$ cat src/rtl/dmac_channel_dpath.sv
// rtl/dmac_channel_dpath.sv - DMA channel datapath: address, transfer-size and burst-beat counters (optional DMAC_ADDR_FIX_EN)
module dmac_channel_dpath #(
    parameter int ADDR_W = 32,
    parameter int TS_W   = 16,
    parameter int BS_W   = 8
) (
    input  logic              clk,
    input  logic              rst,
    input  logic [ADDR_W-1:0] cfg_src_addr,
    input  logic [ADDR_W-1:0] cfg_dst_addr,
    input  logic [TS_W-1:0]   cfg_trans_size,
    input  logic [BS_W-1:0]   cfg_burst_size,
    input  logic [1:0]        cfg_hsize,
    input  logic              cfg_src_fix,
    input  logic              cfg_dst_fix,
    input  logic              t_sel,
    input  logic              d_sel,
    input  logic              s_sel,
    input  logic              b_sel,
    input  logic              h_sel,
    input  logic              ts_en,
    input  logic              burst_en,
    input  logic              count_en,
    input  logic              sz_en,
    input  logic              s_en,
    input  logic              d_en,
    output logic [ADDR_W-1:0] haddr,
    output logic [2:0]        hsize,
    output logic              tsz,
    output logic              bsz,
    output logic              tslb,
    output logic [TS_W-1:0]   remaining
);

    logic [ADDR_W-1:0] src_q;
    logic [ADDR_W-1:0] dst_q;
    logic [TS_W-1:0]   ts_q;
    logic [BS_W-1:0]   blen_q;
    logic [BS_W-1:0]   beat_q;
    logic [1:0]        hsz_q;

    logic [ADDR_W-1:0] addr_inc;
    logic [TS_W-1:0]   blen_ext;
    logic [TS_W-1:0]   ts_dec;
    logic [BS_W-1:0]   burst_load;
    logic              src_hold;
    logic              dst_hold;

    // A fixed address (e.g. a peripheral FIFO) keeps its value across beats; loads still apply.
`ifdef DMAC_ADDR_FIX_EN
    assign src_hold = cfg_src_fix;
    assign dst_hold = cfg_dst_fix;
`else
    // Fix inputs stay on the port list but have no effect in this build.
    assign src_hold = cfg_src_fix & 1'b0;
    assign dst_hold = cfg_dst_fix & 1'b0;
`endif

    assign addr_inc   = ADDR_W'(1) << hsz_q;
    assign blen_ext   = TS_W'(blen_q);
    // Remaining count never underflows: a short tail burst drives it to zero.
    assign ts_dec     = (ts_q > blen_ext) ? (ts_q - blen_ext) : '0;
    // A zero burst size is treated as single-beat bursts.
    assign burst_load = (cfg_burst_size == '0) ? BS_W'(1) : cfg_burst_size;

    // Address counters: load from config or step by the beat size.
    always_ff @(posedge clk or posedge rst) begin
        if (rst) begin
            src_q <= '0;
            dst_q <= '0;
        end else begin
            if (s_en) begin
                if (s_sel)
                    src_q <= cfg_src_addr;
                else if (!src_hold)
                    src_q <= src_q + addr_inc;
            end
            if (d_en) begin
                if (d_sel)
                    dst_q <= cfg_dst_addr;
                else if (!dst_hold)
                    dst_q <= dst_q + addr_inc;
            end
        end
    end

    // Transfer-size and beat-size registers.
    always_ff @(posedge clk or posedge rst) begin
        if (rst) begin
            ts_q  <= '0;
            hsz_q <= '0;
        end else begin
            if (ts_en)
                ts_q <= t_sel ? cfg_trans_size : ts_dec;
            if (sz_en)
                hsz_q <= cfg_hsize;
        end
    end

    // Burst length and beat counter; a new burst restarts the beat count ahead of any count pulse.
    always_ff @(posedge clk or posedge rst) begin
        if (rst) begin
            blen_q <= BS_W'(1);
            beat_q <= '0;
        end else if (burst_en) begin
            blen_q <= b_sel ? BS_W'(ts_q) : burst_load;
            beat_q <= '0;
        end else if (count_en) begin
            beat_q <= bsz ? '0 : beat_q + BS_W'(1);
        end
    end

    assign haddr     = h_sel ? dst_q : src_q;
    assign hsize     = {1'b0, hsz_q};
    assign tsz       = (ts_q == '0);
    assign bsz       = (beat_q == blen_q - BS_W'(1));
    assign tslb      = (ts_q != '0) && (ts_q < blen_ext);
    assign remaining = ts_q;

endmodule

$ cat config.mk
export PLATFORM = sky130hd
export DESIGN_NAME = dmac_channel_dpath
export DESIGN_NICKNAME = d
export VERILOG_FILES = /design/src/rtl/dmac_channel_dpath.sv
export SDC_FILE = /design/constraint.sdc
export NUM_CORES = 1
export LEC_CHECK = 0
export BUFFER_PORTS_ARGS = -buffer_cell sky130_fd_sc_hd__buf_2
export CAP_MARGIN = 0
export CORE_MARGIN = 10
export CORE_UTILIZATION = 35
export CTS_BUF_LIST = sky130_fd_sc_hd__clkbuf_4
export DETAILED_ROUTE_END_ITERATION = 8
export PLACE_DENSITY = 0.59
export SLEW_MARGIN = 20
export SYNTH_ARGS = -nofsm -noshare
export SYNTH_HDL_FRONTEND = slang
export SYNTH_SLANG_ARGS = --single-unit
$ cat constraint.sdc
create_clock -name clk -period 8.95 [get_ports clk]
set_input_delay 1.79 -clock clk [delete_from_list [all_inputs] [get_ports clk]]
set_output_delay 1.79 -clock clk [all_outputs]
set_load 0.02 [all_outputs]
# Word level (Yosys, flattened, before mapping)

Index checks and enable logic that the tools add are counted.

Bits in registers: 98
Output and inout port bits: 54

Reduce and logical (&&, ||, !) cells: 5
Eq/ne operators: 1
$add $sub $neg: 5
Shift-type cells: 1
Multiplexer cells: 10
Magnitude comparators: 2

Operators with widths:

| kind                                              | number |
|---|---|
| two-way mux 32 bit                                | 3 |
| adder 32 bit                                      | 2 |
| two-way mux 8 bit                                 | 5 |
| two-way mux 16 bit                                | 2 |
| left shift 1 x 2 -> 32 bit (first input constant) | 1 |
| greater-than comparator 16 x 8 -> 1 bit           | 1 |
| logical NOT 16 bit                                | 1 |
| less-than comparator 16 x 8 -> 1 bit              | 1 |
| nonzero test 16 bit                               | 1 |
| subtractor 16 x 8 -> 16 bit                       | 1 |
| adder 8 x 1 -> 8 bit (second input constant)      | 1 |
| == test 8 bit                                     | 1 |
| logical NOT 8 bit                                 | 1 |
| subtractor 8 x 1 -> 8 bit (second input constant) | 1 |
| nonzero test 2 bit                                | 1 |
| logical AND 1 bit                                 | 1 |

# Logic depth before layout (Yosys ltp)

Gate-level depths: netlist of the first run.

Word-level depth: 5
Depth in mapped cells: 10

# Least setup slack after synthesis of the first run

OpenSTA, ideal clock, no wires.

Kind: input -> output
Start: input h_sel
End: output haddr[0]
Data required time: 7.160 ns
Setup slack: 4.619 ns
Path buffers: 1
Stages on the path: 2
Arrival time: 2.541 ns
Cell sequence: buf_1 mux2_2

Longest elaborated chain between the ends: 1

RTL lines:

| item               | line | source |
|---|---|---|
| from (decl)        | 20   | `input logic h_sel,` |
| two-way mux 32 bit | 113  | `assign haddr = h_sel ? dst_q : src_q;` |
| to (decl)          | 27   | `output logic [ADDR_W-1:0] haddr,` |

No other way between the ends.

# Final worst setup path of the first run

Start: input h_sel
End: output haddr[15]

Same word-level chain as after synthesis.

==> out/results.txt, run 1 <==
Status -> complete, no violations
Slew @ Worst Pin -> 1160 ps
Worst VDD drop -> 0.0826 mV
CTS Root Cell -> clkbuf_4
Synth top area share -> 33.7%
TritonCTS clock tree -> done
Post-DR wirelength/cell -> 19.0 microns
Global-route wire length before repair -> 37200 microns
CP dominant cell by count -> buf_2
Vias per cell -> 5.68
Sequential-to-total area share from yosys stat -> 34.1%
Min-Delay Path Class -> flip-flop to flip-flop
Port bufs -> 155
Multi-input logic area -> 4390 sq um
Hold slack -> 560 ps
Seq cells post-synth -> 98
Core Box Area -> 20200 sq um
Final net count -> 1080
Setup WS pre-CTS -> 4160 ps
Pwr/cell area -> 182 nW/um^2
Setup CP Type -> primary input to primary output
All-Layer GR Usage -> 17.3%
Peak per-stage delay on the critical path -> 600 ps
Post-route ant nets -> 0
Post-Synthesis Cell Area -> 7200 sq um
Layout cell share with drive strength beyond 1 -> 24.1%
Critical path launch point type -> primary input
Worst-Skew Late Latency -> 500 ps
Die area -> 26700 sq um
Area Growth Syn to Fin -> 14.3%
Placer Congestion -> 0.860
Required time of the worst setup path -> 7160 ps
Largest area contributor in the netlist -> dfrtp_1
Hold path start -> src_q[2]$_DFFE_PP0P_
GR Overflow Total -> 0
Diode count -> 0
Storage cell area -> 2450 sq um
Worst setup EP type -> primary output
CP max stage cell -> buf_2
Syn Inst Count -> 842
Fmax -> 0.208 GHz
Antenna violations before repair -> 2
DPL Wire Length -> 17600 microns
Hold_buf cts -> 0
CTS HTree Levels -> 3
Routed WL -> 23400 microns
Hold Vio Cnt, Final -> 0
Initial Util -> 35.6%
Post-CTS Setup Inserts -> 0
Final setup fails -> 0
Reg2reg start -> remaining[0]$_DFFE_PP0P_
Async S/R FF share, synth -> 100%
Arrival @ worst endpoint -> 3030 ps
Number of clock buffers inserted by TritonCTS -> 9
Number of global-route vias before repair -> 6816
Final Power -> 1.50 mW
RSZ-0062 raised after global routing -> false
DRC -> 0
Fin Setup TNS -> 0 ps
DRT Pass-1 Iters -> 5
Clk_skew -> 16.4 ps
Worst Path Buf+Inv -> 2
Largest cells by area after synthesis -> dfrtp_1 (34%), a21oi_1 (6.0%), mux2_2 (4.1%)
DR iter-0 viols -> 541
Row count -> 52
Synth Flop Type -> dfrtp_1
Largest net degree at the start of global routing -> 71
Max clock buf depth -> 2
Avg Cell Area, Syn -> 8.55 sq um
Final WS setup -> 4130 ps
Tcrit/Tclk final -> 53.8%
Final Max Tran Viols -> 0
Fin util -> 40.6%
R2R setup slack -> 5860 ps
Tmin final -> 4820 ps
# IOs -> 159
Max_cap viols -> 0
Net Count, Synth -> 966
Reg-to-reg critical path endpoint -> remaining[14]$_DFFE_PP0P_
Lkg Pwr -> 3.51 nW
Post-synth EDFFs -> 0
CTS clk-pin slew, worst paths -> 170 ps
CTS Sinks -> 98
Crit path launch -> h_sel
Die X -> 163 microns
Slew headroom -> 22.3%
Crit Path Max Fanout -> 40
Post-cts resize count -> 0
Delay-heaviest family, CP -> buffers and inverters
WHS Path Cells -> 1
Die Ht -> 163 microns
Layout fillers -> 2088
Critical-path cell list -> buf_2, mux2_2, buf_2
Vias -> 6992
Worst R2R Path Depth -> 9
Synth cell types -> 86
Syn. warnings -> 0
Hold Path End -> src_q[2]$_DFFE_PP0P_
==> cells by family after synthesis <==
| kind of cell | synth area share, % |
|---|---|
| AO/OA/AOI/OAI | 28.0 |
| other | 0.0521 |
| XOR/XNOR | 2.38 |
| AND/OR/NAND/NOR | 20.9 |
| multiplexers | 6.15 |
| flip-flops | 34.1 |
| adder cells (fa/ha/maj) | 3.55 |
| buffers and inverters | 4.95 |
==> per-stage QoR <==
stage / area (sq um) / instances
2_1_floorplan: 7200 / 842
3_3_place_gp: 8100 / 1215
3_5_place_dp: 8100 / 1215
4_1_cts: 8220 / 1231
5_1_grt: 8220 / 1231
6_report: 8220 / 1231
==> layout by cell type (no fill, tap or decap), types with 11 or more instances in the layout <==
| cell type | Yosys | final |
|---|---|---|
| a21o_1 | 14 | 14 |
| o22ai_1 | 15 | 15 |
| a21oi_1 | 86 | 86 |
| nor2_1 | 67 | 67 |
| nand2_1 | 73 | 73 |
| dfrtp_1 | 97 | 97 |
| and3_1 | 11 | 11 |
| nand3_1 | 32 | 32 |
| inv_1 | 33 | 32 |
| mux2_2 | 26 | 26 |
| nand4_1 | 16 | 16 |
| ha_1 | 18 | 18 |
| buf_2 | 3 | 155 |
| mux2i_1 | 15 | 15 |
| o21ai_0 | 47 | 47 |
==> cells in the mapped netlist (8+ instances only) <==
library cell,n
a22oi_1,8
nor2_1,67
o21a_1,9
and2_1,9
a21oi_1,86
and3_1,11
nand3_1,32
inv_1,33
o41ai_1,8
ha_1,18
xor2_1,9
a22o_1,8
mux2i_1,15
mux2_2,26
dfrtp_1,97
a21o_1,14
o22ai_1,15
o21ai_1,8
xnor2_1,8
clkbuf_1,40
o21ai_0,47
nand2_1,73
nand4_1,16
==> layout make-up <==
type,instances,area share [%]
Multi-Input combinational cell,657,53.4
Sequential cell,98,29.8
Timing Repair Buffer,157,9.62
Tap cell,270,4.11
Inverter,33,1.54
Clock buffer,9,0.822
Clock inverter,7,0.730
==> how the worst max path moves through the flow <==
| stage | cells past startpoint | slack [ps] | endpoint |
|---|---|---|---|
| final | 3 | 4130 | haddr[15] |
| after global routing | 3 | 4060 | haddr[31] |
| after CTS | 3 | 4150 | haddr[15] |
| after detailed placement | 3 | 4160 | haddr[15] |
| after global placement | 3 | 4160 | haddr[15] |
| after floorplan | 1 | 4600 | beat_q[0]$_DFFE_PP0P_ |
==> state kept, by name, indices dropped and copies added, names as in the netlist <==
register and flops:
beat_q 8, blen_q 8, dst_q 32, hsz_q 2, remaining 16, src_q 32
==> metal layers <==
layer  track usage (%)  share of wire [%]
met1              22.7                 44
met2              27.4                 46
met3              5.39                8.5
met4              3.36                1.2
met5                 0               0.12
==> worst reg2reg max path: stages, from the launching register on <==
cell and delay, ps:
dfrtp_1 390, inv_1 80, ha_1 230, fa_1 380
nand2b_1 200, a21oi_1 250, o21ai_1 170, a21oi_1 920
a41oi_1 210, a21bo_2 240
==> report_power, final <==
part | leakage (nW) | switching [mW] | total [mW] | internal (mW)
logic | 2.30 | 0.382 | 0.630 | 0.248
clock network | 0.0679 | 0.175 | 0.237 | 0.0621
registers | 1.14 | 0.117 | 0.634 | 0.517
(Power assumes the default switching activity.)
==> run 2, diff against run 1 <==
clock period = 5.02 ns   (was 8.95 ns; I/O delays follow)
==> out/results.txt, run 2 (synthesized netlist as in run 1, its figures left out) <==
CTS HTree Levels -> 3 (unchanged)
Post-DR wirelength/cell -> 19.2 microns (was 19.0 microns)
Number of clock buffers inserted by TritonCTS -> 9 (unchanged)
CTS Root Cell -> clkbuf_4 (unchanged)
Core Box Area -> 20200 sq um (unchanged)
Crit Path Max Fanout -> 4 (was 40)
Die Ht -> 163 microns (unchanged)
Final setup fails -> 0 (unchanged)
Setup CP Type -> flip-flop to primary output (was primary input to primary output)
DRT Pass-1 Iters -> 7 (was 5)
Hold_buf cts -> 0 (unchanged)
# IOs -> 159 (unchanged)
DR iter-0 viols -> 486 (was 541)
All-Layer GR Usage -> 17.4% (was 17.3%)
Min-Delay Path Class -> flip-flop to flip-flop (unchanged)
Die X -> 163 microns (unchanged)
Max clock buf depth -> 2 (unchanged)
Status -> complete, no violations (unchanged)
Vias per cell -> 5.69 (was 5.68)
Commonest cells after routing, fill and taps aside -> buf_2 (155), dfrtp_1 (97), a21oi_1 (85) (was buf_2 (155), dfrtp_1 (97), a21oi_1 (86))
Fmax -> 0.266 GHz
Arrival @ worst endpoint -> 2760 ps (was 3030 ps)
Hold Path End -> src_q[2]$_DFFE_PP0P_ (unchanged)
Peak per-stage delay on the critical path -> 400 ps (was 600 ps)
R2R setup slack -> 2290 ps (was 5860 ps)
Die area -> 26700 sq um (unchanged)
Final net count -> 1080 (unchanged)
Pwr/cell area -> 328 nW/um^2 (was 182 nW/um^2)
DRC -> 0 (unchanged)
Reg-to-reg critical path endpoint -> remaining[2]$_DFFE_PP0P_ (was remaining[14]$_DFFE_PP0P_)
CTS clk-pin slew, worst paths -> 160 ps (was 170 ps)
Critical-path cell list -> inv_1, ha_1, fa_1, nand2b_1, a21oi_1, o21ai_1, nand2b_1, a31oi_1, and3b_1, buf_2 (was buf_2, mux2_2, buf_2)
Largest net degree at the start of global routing -> 67 (was 71)
Row count -> 52 (unchanged)
Tmin final -> 3760 ps
Antenna violations before repair -> 2 (unchanged)
Fin Setup TNS -> 0 ps (unchanged)
Clk_skew -> 24.5 ps (was 16.4 ps)
Post-route ant nets -> 0 (unchanged)
Lkg Pwr -> 3.52 nW (was 3.51 nW)
CTS Sinks -> 98 (unchanged)
Port bufs -> 155 (unchanged)
Hold Vio Cnt, Final -> 0 (unchanged)
TritonCTS clock tree -> done (unchanged)
Final Power -> 2.70 mW (was 1.50 mW)
Global-route wire length before repair -> 37700 microns (was 37200 microns)
Post-CTS Setup Inserts -> 0 (unchanged)
Number of global-route vias before repair -> 6828 (was 6816)
Routed WL -> 23600 microns (was 23400 microns)
Hold path start -> src_q[2]$_DFFE_PP0P_ (unchanged)
WHS Path Cells -> 1 (unchanged)
Placer Congestion -> 0.866 (was 0.860)
DPL Wire Length -> 17800 microns (was 17600 microns)
Slew headroom -> 31.7% (was 22.3%)
Layout cell share with drive strength beyond 1 -> 24.0% (was 24.1%)
RSZ-0062 raised after global routing -> false (unchanged)
GR Overflow Total -> 0 (unchanged)
Worst VDD drop -> 0.193 mV (was 0.0826 mV)
Required time of the worst setup path -> 4020 ps (was 7160 ps)
Critical path launch point type -> flip-flop (was primary input)
Slew @ Worst Pin -> 1020 ps (was 1160 ps)
Tcrit/Tclk final -> 74.9%
CP dominant cell by count -> nand2b_1 (was buf_2)
Final Max Tran Viols -> 0 (unchanged)
Commonest non-fill, non-tap cell in the layout -> buf_2 (unchanged)
Vias -> 7005 (was 6992)
Post-cts resize count -> 0 (unchanged)
Worst R2R Path Depth -> 9 (unchanged)
Max_cap viols -> 0 (unchanged)
Initial Util -> 35.6% (unchanged)
Worst setup EP type -> primary output (unchanged)
Worst-Skew Late Latency -> 500 ps (about the same)
Reg2reg start -> remaining[0]$_DFFE_PP0P_ (unchanged)
CP max stage cell -> dfrtp_1 (was buf_2)
Area Growth Syn to Fin -> 14.4% (was 14.3%)
run 2: changes by cell type in the layout (fill, tap and decap cells not counted), sizes merged:
cell      change
inv           -4
clkbuf        +3
bufinv        +1
clkinv        +1
clkinvlp      -1
diode         +1
run 2: worst max-delay path, delay by kind of cell, from the launching register on:
| family | cells | cell delay [ps] |
|---|---|---|
| adders and majority gates | 2 | 630 |
| AOI/OAI and AO/OA | 3 | 510 |
| and+or+nand+nor | 3 | 480 |
| DFF | 1 | 400 |
| buffers and inverters | 2 | 240 |
run 2: layer usage:
| metal | GRT usage [%] | part of all wire (%) | routed length (microns) | up-vias |
|---|---|---|---|---|
| met5 | 0 | 0.055 | 13 | - |
| met4 | 4.26 | 1.7 | 407 | 2 |
| met3 | 5.13 | 7.4 | 1750 | 27 |
| met2 | 27.6 | 46 | 10800 | 231 |
| met1 | 22.8 | 45 | 10600 | 3358 |
| li1 | - | - | - | 3387 |
run 2: power breakdown:
| group | switching [mW] | leakage [nW] | internal [mW] |
|---|---|---|---|
| registers | 0.208 | 1.14 | 0.922 |
| clock network | 0.281 | 0.0764 | 0.165 |
| logic | 0.683 | 2.30 | 0.442 |
run 2: final cells by class:
class / instances / area [sq um]
fill: 2129 / 12000
multi-input combinational: 657 / 4390
sequential: 98 / 2450
timing repair buffer: 157 / 791
tap: 270 / 338
inverter: 33 / 126
clock buffer: 12 / 90.1
clock inverter: 4 / 42.5
antenna: 1 / 2.50
run 2: worst max-delay path by stage:
| stage | to | from | depth (start not counted) | slack [ps] |
|---|---|---|---|---|
| after floorplan | beat_q[0]$_DFFE_PP0P_ | rst | 1 | 1460 |
| after detailed placement | haddr[15] | h_sel | 3 | 1780 |
| after global routing | tslb | remaining[0]$_DFFE_PP0P_ | 10 | 1030 |
| after global placement | haddr[15] | h_sel | 3 | 1800 |
| after CTS | tslb | remaining[0]$_DFFE_PP0P_ | 10 | 1260 |
| final | tslb | remaining[0]$_DFFE_PP0P_ | 10 | 1260 |
run 2: through the flow:
| stage | utilization (%) | hold slack, ps | std cells | area, sq um | setup WS, ps |
|---|---|---|---|---|---|
| after floorplan | - | 474 | 842 | 7200 | 1460 |
| after global placement | 40.0 | 512 | 1215 | 8100 | 1800 |
| after detailed placement | 40.0 | 525 | 1215 | 8100 | 1780 |
| after CTS | 40.7 | 558 | 1231 | 8230 | 1260 |
| after global routing | 40.7 | 587 | 1232 | 8240 | 1030 |
| final | 40.7 | 554 | 1232 | 8240 | 1260 |
==> run 3, diff against run 2 <==
clock period = 3.6 ns   (was 5.02 ns; I/O delays follow)
==> out/results.txt, run 3 (synthesized netlist as in run 1, its figures left out) <==
DPL Wire Length -> 17900 microns (was 17800 microns)
Lkg Pwr -> 3.57 nW (was 3.52 nW)
CTS HTree Levels -> 3 (unchanged)
Worst setup EP type -> primary output (unchanged)
Row count -> 52 (unchanged)
Critical path launch point type -> flip-flop (unchanged)
All-Layer GR Usage -> 17.2% (was 17.4%)
Met2 wire length -> 11000 microns (was 10800 microns)
Global-route wire length before repair -> 37100 microns (was 37700 microns)
Tmin final -> 3380 ps
Clk_skew -> 18.9 ps (was 24.5 ps)
Hold_buf cts -> 0 (unchanged)
CTS Root Cell -> clkbuf_4 (unchanged)
Final setup fails -> 0 (unchanged)
Largest net degree at the start of global routing -> 74 (was 67)
Core Box Area -> 20200 sq um (unchanged)
DR WL met3 -> 1920 microns (was 1750 microns)
Commonest cells after routing, fill and taps aside -> buf_2 (155), dfrtp_1 (97), a21oi_1 (85) (unchanged)
Slew headroom -> 35.8% (was 31.7%)
Placed Area -> 8150 sq um (was 8100 sq um)
Worst-Skew Late Latency -> 480 ps (was 500 ps)
Layout cell share with drive strength beyond 1 -> 24.6% (was 24.0%)
Number of clock buffers inserted by TritonCTS -> 9 (unchanged)
Arrival @ worst endpoint -> 2660 ps (was 2760 ps)
Layout fillers -> 2108 (was 2129)
Post-DR wirelength/cell -> 19.2 microns (about the same)
TritonCTS clock tree -> done (unchanged)
Die Ht -> 163 microns (unchanged)
Status -> complete, no violations (unchanged)
Die X -> 163 microns (unchanged)
DRT Pass-1 Iters -> 4 (was 7)
Routed WL -> 23700 microns (was 23600 microns)
DRC -> 0 (unchanged)
RSZ-0062 raised after global routing -> false (unchanged)
Diode count -> 0 (was 1)
Fmax -> 0.296 GHz
GR Overflow Total -> 0 (unchanged)
Setup CP Type -> flip-flop to primary output (unchanged)
Pwr/cell area -> 469 nW/um^2 (was 328 nW/um^2)
Max_cap viols -> 0 (unchanged)
Fin area -> 8330 sq um (was 8240 sq um)
Port bufs -> 155 (unchanged)
Max Used Layer -> met4 (was met5)
Vias per cell -> 5.65 (was 5.69)
Fin util -> 41.2% (was 40.7%)
Fin Setup TNS -> 0 ps (unchanged)
Final net count -> 1087 (was 1080)
Vias -> 6990 (was 7005)
Worst VDD drop -> 0.197 mV (was 0.193 mV)
Initial Util -> 35.6% (unchanged)
Antenna violations before repair -> 0 (was 2)
Crit Path Max Fanout -> 4 (unchanged)
Final Max Tran Viols -> 0 (unchanged)
Min-Delay Path Class -> primary input to async pin (was flip-flop to flip-flop)
Commonest non-fill, non-tap cell in the layout -> buf_2 (unchanged)
Post-route ant nets -> 0 (unchanged)
Die area -> 26700 sq um (unchanged)
CTS clk-pin slew, worst paths -> 160 ps (about the same)
CTS Sinks -> 98 (unchanged)
DR iter-0 viols -> 522 (was 486)
Hold Vio Cnt, Final -> 0 (unchanged)
Wl on met1 -> 10500 microns (was 10600 microns)
Max clock buf depth -> 2 (unchanged)
# IOs -> 159 (unchanged)
Placer Congestion -> 0.871 (was 0.866)
Tcrit/Tclk final -> 93.8%
Post-CTS Setup Inserts -> 0 (unchanged)
Hold slack -> 442 ps (was 554 ps)
Required time of the worst setup path -> 2880 ps (was 4020 ps)
Slew @ Worst Pin -> 963 ps (was 1020 ps)
Area Growth Syn to Fin -> 15.7% (was 14.4%)
Number of global-route vias before repair -> 6879 (was 6828)
-- run 3: cell types whose count changed in the layout (fill, tap and decap cells not counted) --
cell / delta
diode_2: -1
bufinv_16: +2
clkinv_1: -1
buf_4: +7
clkbuf_4: -3
clkinvlp_4: +1
-- run 3: final timing paths --
kind | start | to | slack [ps] | depth (start not counted)
max | remaining[0]$_DFFE_PP0P_ | tslb | 220 | 10
min | rst | src_q[11]$_DFFE_PP0P_ | 440 | 2
max reg2reg | hsz_q[1]$_DFFE_PP0P_ | src_q[12]$_DFFE_PP0P_ | 840 | 8
min reg2reg | src_q[2]$_DFFE_PP0P_ | src_q[2]$_DFFE_PP0P_ | 560 | 1
max in group asynchronous | rst | beat_q[5]$_DFFE_PP0P_ | 2390 | 3
min in group clk | cfg_hsize[0] | hsz_q[0]$_DFFE_PP0P_ | 450 | 2
-- run 3: final cells by class --
| cell class | instances | area, sq um | share of cell area [%] |
|---|---|---|---|
| Tap cell | 270 | 338 | 4.06 |
| Inverter | 33 | 126 | 1.52 |
| Clock buffer | 9 | 67.6 | 0.811 |
| Multi-Input combinational cell | 657 | 4390 | 52.7 |
| Sequential cell | 98 | 2450 | 29.5 |
| Timing Repair Buffer | 164 | 843 | 10.1 |
| Clock inverter | 6 | 106 | 1.28 |
-- run 3: metrics by stage --
stage,instances,worst slack [ps],power (mW)
2_1_floorplan,842,320,2.65
3_3_place_gp,1222,749,3.15
3_5_place_dp,1222,694,3.17
4_1_cts,1237,132,3.93
5_1_grt,1237,24.3,4.17
6_report,1237,223,3.90
-- run 3: what timing repair did --
item,CTS,global route
hold endpoints to repair,0,0
setup endpoints to repair,0,1
resized for setup,0,1
-- run 3: power breakdown --
group          switching, mW  internal (mW)
logic                  0.957          0.624
clock network          0.401          0.345
registers              0.293           1.29
total                   1.65           2.25
-- run 3: layer usage --
metal | vias to the layer above | GRT usage [%]
li1 | 3404 | -
met1 | 3350 | 21.9
met2 | 218 | 27.9
met3 | 18 | 5.39
met4 | 0 | 3.36
met5 | - | 0
-- run 3: worst max-delay path, stage by stage, from the launching register on --
cell      delay, ps
dfrtp_1         400
inv_1            90
ha_1            230
fa_1            380
nand2b_1        210
a21oi_2         190
o21ai_1         130
nand2b_1        100
a31oi_1         110
and3b_1         190
buf_2           150
